===== src/rtl/key_mode_counter.sv =====
// key_mode_counter: captures the key-selected mode on each key pulse and
// runs a two-digit BCD counter (00-99) stepped by a prescaled tick.
module key_mode_counter #(
   parameter logic [25:0] CNT_MAX = 26'd49_999_999
) (
   input  logic       sys_clk,
   input  logic       sys_rst,
   input  logic [1:0] key_select,
   input  logic       key_en,
   output logic [7:0] cnt_bcd,
   output logic [1:0] state,
   output logic [3:0] led,
   output logic       tick,
   output logic       wrap
);

   localparam logic [1:0] S_STOP  = 2'd0;
   localparam logic [1:0] S_UP    = 2'd1;
   localparam logic [1:0] S_DOWN  = 2'd2;
   localparam logic [1:0] S_CLEAR = 2'd3;

   logic [1:0]  state_next;
   logic [3:0]  led_next;
   logic [25:0] psc;
   logic [25:0] psc_next;
   logic        step;
   logic [7:0]  cnt_inc;
   logic [7:0]  cnt_dec;
   logic [7:0]  cnt_next;
   logic        wrap_next;

   // State register, with the one-hot LED image registered alongside it
   always_ff @(posedge sys_clk) begin
      if (sys_rst) begin
         state <= S_STOP;
         led   <= 4'b0001;
      end else begin
         state <= state_next;
         led   <= led_next;
      end
   end

   // Next mode: a key pulse always wins, CLEAR lasts a single cycle
   always_comb begin
      state_next = state;
      if (key_en) begin
         state_next = key_select;
      end else if (state == S_CLEAR) begin
         state_next = S_STOP;
      end
   end

   // LED image of the mode that will be current next cycle
   always_comb begin
      led_next = 4'b0001;
      unique case (state_next)
         S_STOP:  led_next = 4'b0001;
         S_UP:    led_next = 4'b0010;
         S_DOWN:  led_next = 4'b0100;
         S_CLEAR: led_next = 4'b1000;
         default: led_next = 4'b0001;
      endcase
   end

   // Prescaler; a key pulse restarts it and swallows a coincident terminal count
   always_comb begin
      step     = 1'b0;
      psc_next = '0;
      if (!key_en && (state == S_UP || state == S_DOWN)) begin
         if (psc == CNT_MAX) begin
            step = 1'b1;
         end else begin
            psc_next = psc + 26'd1;
         end
      end
   end

   // BCD increment and decrement of the current count
   always_comb begin
      cnt_inc = cnt_bcd;
      cnt_dec = cnt_bcd;
      if (cnt_bcd[3:0] == 4'd9) begin
         cnt_inc[3:0] = 4'd0;
         cnt_inc[7:4] = (cnt_bcd[7:4] == 4'd9) ? 4'd0 : cnt_bcd[7:4] + 4'd1;
      end else begin
         cnt_inc[3:0] = cnt_bcd[3:0] + 4'd1;
      end
      if (cnt_bcd[3:0] == 4'd0) begin
         cnt_dec[3:0] = 4'd9;
         cnt_dec[7:4] = (cnt_bcd[7:4] == 4'd0) ? 4'd9 : cnt_bcd[7:4] - 4'd1;
      end else begin
         cnt_dec[3:0] = cnt_bcd[3:0] - 4'd1;
      end
   end

   // Count selection and wrap detection for this edge
   always_comb begin
      cnt_next  = cnt_bcd;
      wrap_next = 1'b0;
      if (key_en && key_select == S_CLEAR) begin
         cnt_next = 8'h00;
      end else if (step && state == S_UP) begin
         cnt_next  = cnt_inc;
         wrap_next = (cnt_bcd == 8'h99);
      end else if (step && state == S_DOWN) begin
         cnt_next  = cnt_dec;
         wrap_next = (cnt_bcd == 8'h00);
      end
   end

   // Datapath registers: prescaler, count and event pulses
   always_ff @(posedge sys_clk) begin
      if (sys_rst) begin
         psc     <= '0;
         cnt_bcd <= 8'h00;
         tick    <= 1'b0;
         wrap    <= 1'b0;
      end else begin
         psc     <= psc_next;
         cnt_bcd <= cnt_next;
         tick    <= step;
         wrap    <= wrap_next;
      end
   end

endmodule


===== config.mk =====
export PLATFORM = sky130hd
export DESIGN_NAME = key_mode_counter
export DESIGN_NICKNAME = d
export VERILOG_FILES = /design/src/rtl/key_mode_counter.sv
export SDC_FILE = /design/constraint.sdc
export NUM_CORES = 1
export LEC_CHECK = 0
export ABC_CLOCK_PERIOD_IN_PS = 4700
export CORE_MARGIN = 2
export CORE_UTILIZATION = 60
export DETAILED_ROUTE_END_ITERATION = 6
export GPL_TIMING_DRIVEN = 0
export PLACE_DENSITY = 0.88
export REMOVE_ABC_BUFFERS = 1
export SLEW_MARGIN = 10
export SYNTH_ARGS = -nofsm -noshare
export SYNTH_HDL_FRONTEND = slang
export SYNTH_SLANG_ARGS = --single-unit

===== constraint.sdc =====
create_clock -name sys_clk -period 4.7 [get_ports sys_clk]
set_input_delay 0.705 -clock sys_clk [delete_from_list [all_inputs] [get_ports sys_clk]]
set_output_delay 0.705 -clock sys_clk [all_outputs]
set_load 0.03 [all_outputs]

==> results.json, run 1 <==
{
  "hold_viol_final": 0,
  "yosysTopAreaCell": "dfxtp_1",
  "grt_pass1_wl_mm": 7.56,
  "grt_setup_unrepaired": "false",
  "ys_async_sr_fraction": 0,
  "crit_required_ps": 4890,
  "slew_violations": 0,
  "p_sw_frac": 0.233,
  "antenna_found_initial": 0,
  "cpMaxStageDelayCell": "or4b_4",
  "relSlewSlack": 0.345,
  "crit_path_max_fanout": 20,
  "vdd_ir_drop_max_uv": 221,
  "gp_congestion": 0.788,
  "p_int_w": 0.000494,
  "ys_ff_latch": 42,
  "cts_tree": "done",
  "switchingPower_w": 0.000150,
  "synth_compound_area_frac": 0.122,
  "p_clk_frac": 0.372,
  "path_cells": "inv_1 -> ha_1 -> or4b_4 -> a21oi_4 -> nor4b_4 -> a21boi_1 -> o21ba_1",
  "hp-class": "flop to flop",
  "worst_slew_pin_slew_ps": 983,
  "synthAdderAreaFrac": 0.0218,
  "combPwrFrac": 0.067,
  "ys_types": 52,
  "cp-start-kind": "flop",
  "root_buffer": "clkbuf_8",
  "synth.area.mux_share": 0.0175,
  "ios": 21,
  "powerDensity_nw_per_um2": 257,
  "post-route-util": 0.685,
  "die-area_sq_um": 4330,
  "maxCapViolations": 0,
  "finClkSkew_ps": 9.79,
  "initial_core_util": 0.626,
  "design.core.area_sq_um": 3660,
  "cts_max_level": 2,
  "crit_cells": 7,
  "final-setup-viol-count": 0,
  "grtUsageMet3": 0.0528,
  "drive_above_1_share": 0.0906,
  "drt_iter0_drc": 166,
  "clkSinkCount": 42,
  "ys_seq_area_frac": 0.367,
  "maxClockFrequency_mhz": 423,
  "cts-resized-gates": 0,
  "num_antenna_cells": 0,
  "num_vias": 1844,
  "wirelength_mm": 4.38,
  "synth_top_family_by_area": "simple AND/OR/NAND/NOR gates",
  "clock_latency_ps": 300,
  "tns_ps": 0,
  "clock_path_buffers": 2,
  "viasPerCell": 5.69,
  "reg2reg_depth": 7,
  "grt_max_degree": 27,
  "synthTopCellsByArea": "dfxtp_1, nor2_1, xnor2_1",
  "cts_buffers": 5,
  "status": "complete, no violations",
  "placementRows": 22,
  "fin_nets": 284,
  "critPathKind": "flop to flop",
  "synth-edff-count": 0,
  "endpoint_kind": "flop",
  "cpPeakStageDelay_ps": 590,
  "ys_warn_count": 0,
  "synth-simple-area-share": 0.327,
  "overflow": 0,
  "syn_inst": 266,
  "hpwl_mm": 3.04,
  "die_w_um": 65.8,
  "synth-xor-area-share": 0.0726,
  "grt_pass1_vias": 1663,
  "clk_pin_slew_ps": 80,
  "cts_setup_buffers": 0,
  "drtAntennaViolNets": 0,
  "power.total_w": 0.000644,
  "p_seq_frac": 0.561,
  "drt_first_pass_iters": 4,
  "drc": 0,
  "syn_avg_cell_area_sq_um": 8.61,
  "area_growth_pct": 9.45,
  "worstPathArrival_ps": 2560,
  "gr-usage-all-layers": 0.226,
  "yosys.area.top_type_share": 0.367,
  "top_usage_layer": "met2",
  "ys.flop_type": "dfxtp_1",
  "hold_depth": 1,
  "mappedNetlistArea_sq_um": 2290,
  "io_buffers": 20,
  "cpLargestDelayFamily": "simple AND/OR/NAND/NOR gates",
  "cp_num_buf_inv": 1,
  "period_needed_ps": 2370,
  "finalCritPeriodShare": 0.503,
  "fp.dieH_um": 65.8,
  "cellLeakagePower_nw": 0.830,
  "grt_use_met1": 0.275,
  "holdBufCountCts": 0,
  "met2_usage": 0.386,
  "wire_per_inst_um": 13.5
}
==> per-layer routing <==
layer | wire length (um) | share of wire | up-vias
li1 | - | - | 948
met1 | 1940 | 0.44 | 861
met2 | 2260 | 0.52 | 30
met3 | 147 | 0.034 | 5
met4 | 32 | 0.0073 | 0
met5 | 0 | 0 | -
==> worst reg2reg max path: stages, from the launching register on <==
cell and delay [ps]:
dfxtp_1 360, inv_1 70, ha_1 420, or4b_4 590, a21oi_4 160, nor4b_4 360
a21boi_1 110, o21ba_1 190
==> synth_stat cells (3+ instances only) <==
library cell and n:
dfxtp_1 42, nor2_1 37, nand2_1 19, a21oi_1 16, nand3_1 16, xnor2_1 13, o21ai_0 12, nor3_1 11
or3_1 8, inv_1 7, clkbuf_1 6, xor2_1 6, nand4_1 5, and2_1 4, and3_1 4, and4_1 4
buf_2 4, clkbuf_8 4, ha_1 4, mux2i_1 4, buf_6 3, nor4b_1 3
==> path summary, 6_finish.rpt <==
path / start / slack, ps / end
worst max-delay path: state[1] / 2330 / cnt_bcd[6]
worst max register to register: state[1] / 2330 / cnt_bcd[6]
worst min-delay path: psc[0] / 470 / psc[0]
worst min register to register: psc[0] / 470 / psc[0]
==> power groups by stage <==
| stage | clock, W | sequential [W] | combinational [W] |
|---|---|---|---|
| 6_report | 0.000240 | 0.000361 | 0.0000432 |
| 5_1_grt | 0.000258 | 0.000361 | 0.0000469 |
| 3_5_place_dp | 0 | 0.000369 | 0.0000428 |
| 3_3_place_gp | 0 | 0.000369 | 0.0000418 |
| 2_1_floorplan | 0 | 0.000375 | 0.0000210 |
| 4_1_cts | 0.000249 | 0.000361 | 0.0000431 |
==> state kept, by name, indices dropped and copies added, names as in the netlist <==
name / count
psc: 26
cnt_bcd: 8
state: 2
tick: 1
led: 4
wrap: 1
==> final cells by class <==
class | count | area (sq um)
clock buffer | 6 | 82.6
clock inverter | 2 | 12.5
fill | 293 | 1150
inverter | 7 | 26.3
multi-input combinational | 199 | 1280
sequential | 42 | 841
tap | 48 | 60.1
timing repair buffer | 20 | 200
==> kinds of logic after synthesis <==
family | Yosys count
AND/OR/NAND/NOR | 129
AO/OA/AOI/OAI | 43
XOR/XNOR | 19
buffers and inverters | 25
flip-flops | 42
multiplexers | 4
adder cells (fa/ha/maj) | 4
==> placed cells by master, fill, tap and decap left out, drive strengths merged, types with 2 or more instances in the layout <==
cell / n
nor3: 11
and2: 4
mux2i: 4
a21oi: 17
or2: 2
a311oi: 2
o21ai: 13
clkdlybuf4s50: 20
inv: 7
and4: 5
nor4: 3
nor2: 37
nand2: 19
xnor2: 13
dfxtp: 42
or3: 9
clkbuf: 6
xor2: 6
nand3: 16
nand2b: 2
nor4b: 5
ha: 4
and3: 4
nand4: 7
==> through the flow <==
step / worst slack [ps] / hold slack, ps / std cells / instance area, sq um
2_1_floorplan: 2380 / 426 / 248 / 2150
3_3_place_gp: 2190 / 440 / 316 / 2410
3_5_place_dp: 2070 / 467 / 316 / 2410
4_1_cts: 2320 / 483 / 324 / 2510
5_1_grt: 2160 / 501 / 324 / 2510
6_report: 2330 / 473 / 324 / 2510
(Power assumes the default switching activity.)
==> run 2: changes to the inputs <==
--- a/config.mk
+++ b/config.mk
@@ -5,12 +5,12 @@
 export SDC_FILE = /design/constraint.sdc
 export NUM_CORES = 1
 export LEC_CHECK = 0
-export ABC_CLOCK_PERIOD_IN_PS = 4700
+export ABC_CLOCK_PERIOD_IN_PS = 2130
 export CORE_MARGIN = 2
-export CORE_UTILIZATION = 60
+export CORE_UTILIZATION = 51
 export DETAILED_ROUTE_END_ITERATION = 6
 export GPL_TIMING_DRIVEN = 0
-export PLACE_DENSITY = 0.88
+export PLACE_DENSITY = 0.8
 export REMOVE_ABC_BUFFERS = 1
 export SLEW_MARGIN = 10
 export SYNTH_ARGS = -nofsm -noshare
==> constraint.sdc (replaced) <==
create_clock -name sys_clk -period 2.13 [get_ports sys_clk]
set_input_delay 0.3195 -clock sys_clk [delete_from_list [all_inputs] [get_ports sys_clk]]
set_output_delay 0.3195 -clock sys_clk [all_outputs]
set_load 0.03 [all_outputs]
==> run 2 against run 1 <==
  * First-iteration DRC count decreased by 36%
  * Cell count up 2.5%
  * Via count grew 2.2%
  * Sequential share of layout area is 1.3 points lower
  * Sequential cell count stayed put
  * Cell area grew 4.1%
  * Hold slack improved by 4.9 ps
  * Global-route usage is 4.7 points lower
  * Non-clock buffer count grew 4
  * Clock power rose to 2.6 times the previous value
  * Die area is 17% higher
  * Critical endpoint unchanged
  * Largest power group unchanged
==> results.json, run 2 (synthesis results as in run 1) <==
{
  "relSlewSlack": 0.544,
  "root_buffer": "clkbuf_8",
  "crit_required_ps": 2320,
  "maxCapViolations": 0,
  "grt_max_degree": 27,
  "powerDensity_nw_per_um2": 588,
  "vdd_ir_drop_max_uv": 381,
  "cellLeakagePower_nw": 0.867,
  "clock_latency_ps": 300,
  "drive_above_1_share": 0.118,
  "viasPerCell": 5.67,
  "fillers": 379,
  "initial_core_util": 0.526,
  "layout_common_cells": "dfxtp_1, nor2_1, clkdlybuf4s50_1, nand2_1",
  "cp-start-kind": "flop",
  "die-area_sq_um": 5040,
  "maxClockFrequency_mhz": 490,
  "power.total_w": 0.00154,
  "grt_pass1_wl_mm": 7.49,
  "fp.dieH_um": 71.0,
  "grt_pass1_vias": 1732,
  "regMostFlops": "psc",
  "wirelength_mm": 4.31,
  "holdBufCountCts": 0,
  "clk_pin_slew_ps": 80,
  "finClkSkew_ps": 4.96,
  "cpPeakStageDelay_ps": 480,
  "num_vias": 1884,
  "clkSinkCount": 42,
  "area_growth_pct": 13.9,
  "largest_reg_flops": 26,
  "slew_violations": 0,
  "final_common_cell": "dfxtp_1",
  "cpMaxStageDelayCell": "or4b_4",
  "final-setup-viol-count": 0,
  "worst_slew_pin_slew_ps": 681,
  "path_cells": "inv_1 -> ha_4 -> or4b_4 -> a21oi_4 -> nor4b_4 -> a21boi_1 -> o21ba_1",
  "drc": 0,
  "gr-usage-all-layers": 0.179,
  "ios": 21,
  "hp-class": "flop to flop",
  "cts_tree": "done",
  "worstPathArrival_ps": 2240,
  "endpoint_kind": "flop",
  "cts_buffers": 5,
  "status": "complete, no violations",
  "drt_iter0_drc": 106,
  "hold_viol_final": 0,
  "drt_first_pass_iters": 4,
  "num_antenna_cells": 0,
  "die_w_um": 71.0,
  "placementRows": 24,
  "design.core.area_sq_um": 4350,
  "tns_ps": 0,
  "drtAntennaViolNets": 0,
  "period_needed_ps": 2040,
  "antenna_found_initial": 0,
  "cts_max_level": 2,
  "critPathKind": "flop to flop",
  "finalCritPeriodShare": 0.959,
  "io_buffers": 20,
  "fin_nets": 288,
  "wire_per_inst_um": 13.0,
  "overflow": 0,
  "reg.largest.list": "psc x26, cnt_bcd x8, led x4",
  "crit_path_max_fanout": 7,
  "hpwl_mm": 2.92,
  "clock_path_buffers": 2,
  "gp_congestion": 0.812
}
==> run 2: area by class of cell <==
type,instances,area (sq um),share of cell area
Multi-Input combinational cell,199,1340,0.512
Sequential cell,42,842,0.323
Timing Repair Buffer,24,230,0.0882
Clock buffer,6,72.6,0.0278
Tap cell,52,65.1,0.0249
Clock inverter,2,37.5,0.0144
Inverter,7,26.3,0.0101
==> run 2: path summary, 6_finish.rpt <==
| check | start | end | slack (ps) | depth (start not counted) |
|---|---|---|---|---|
| worst max-delay path | state[0] | cnt_bcd[6] | 90 | 7 |
| worst min-delay path | psc[0] | psc[0] | 480 | 1 |
| worst max register to register | state[0] | cnt_bcd[6] | 90 | 7 |
| worst min register to register | psc[0] | psc[0] | 480 | 1 |
==> run 2: critical path: cells and delay by family (launching register included) <==
family,cells,cell delay (ps)
compound gates,3,460
fa+ha+maj,1,180
buf+inv,1,110
flops,1,360
simple gates,2,830
==> run 2: stage by stage <==
stage / instances / utilization / setup slack [ps] / area [sq um] / hold WS, ps
final: 332 / 0.599 / 88.1 / 2610 / 478
after global routing: 332 / 0.599 / -0.0260 / 2610 / 509
after CTS: 328 / 0.587 / 24.4 / 2560 / 484
after detailed placement: 320 / 0.555 / -214 / 2420 / 464
after global placement: 320 / 0.555 / -167 / 2420 / 443
after floorplan: 248 / - / -193 / 2150 / 392
==> run 2: routing by layer <==
metal | GRT usage | vias to the layer above | share of wire
met2 | 0.308 | 35 | 0.49
li1 | - | 954 | -
met1 | 0.226 | 888 | 0.46
met3 | 0.0342 | 7 | 0.036
met4 | 0.0545 | 0 | 0.012
met5 | 0 | - | 0
==> run 2: power breakdown <==
part	switching, W	internal [W]
combinational	0.0000628	0.0000460
clock	0.000280	0.000350
sequential	0.00000485	0.000792
==> run 2: what timing repair did <==
action,in CTS,in global routing
setup buffers,0,4
gates resized for setup,6,4
endpoints found under the setup margin,31,26
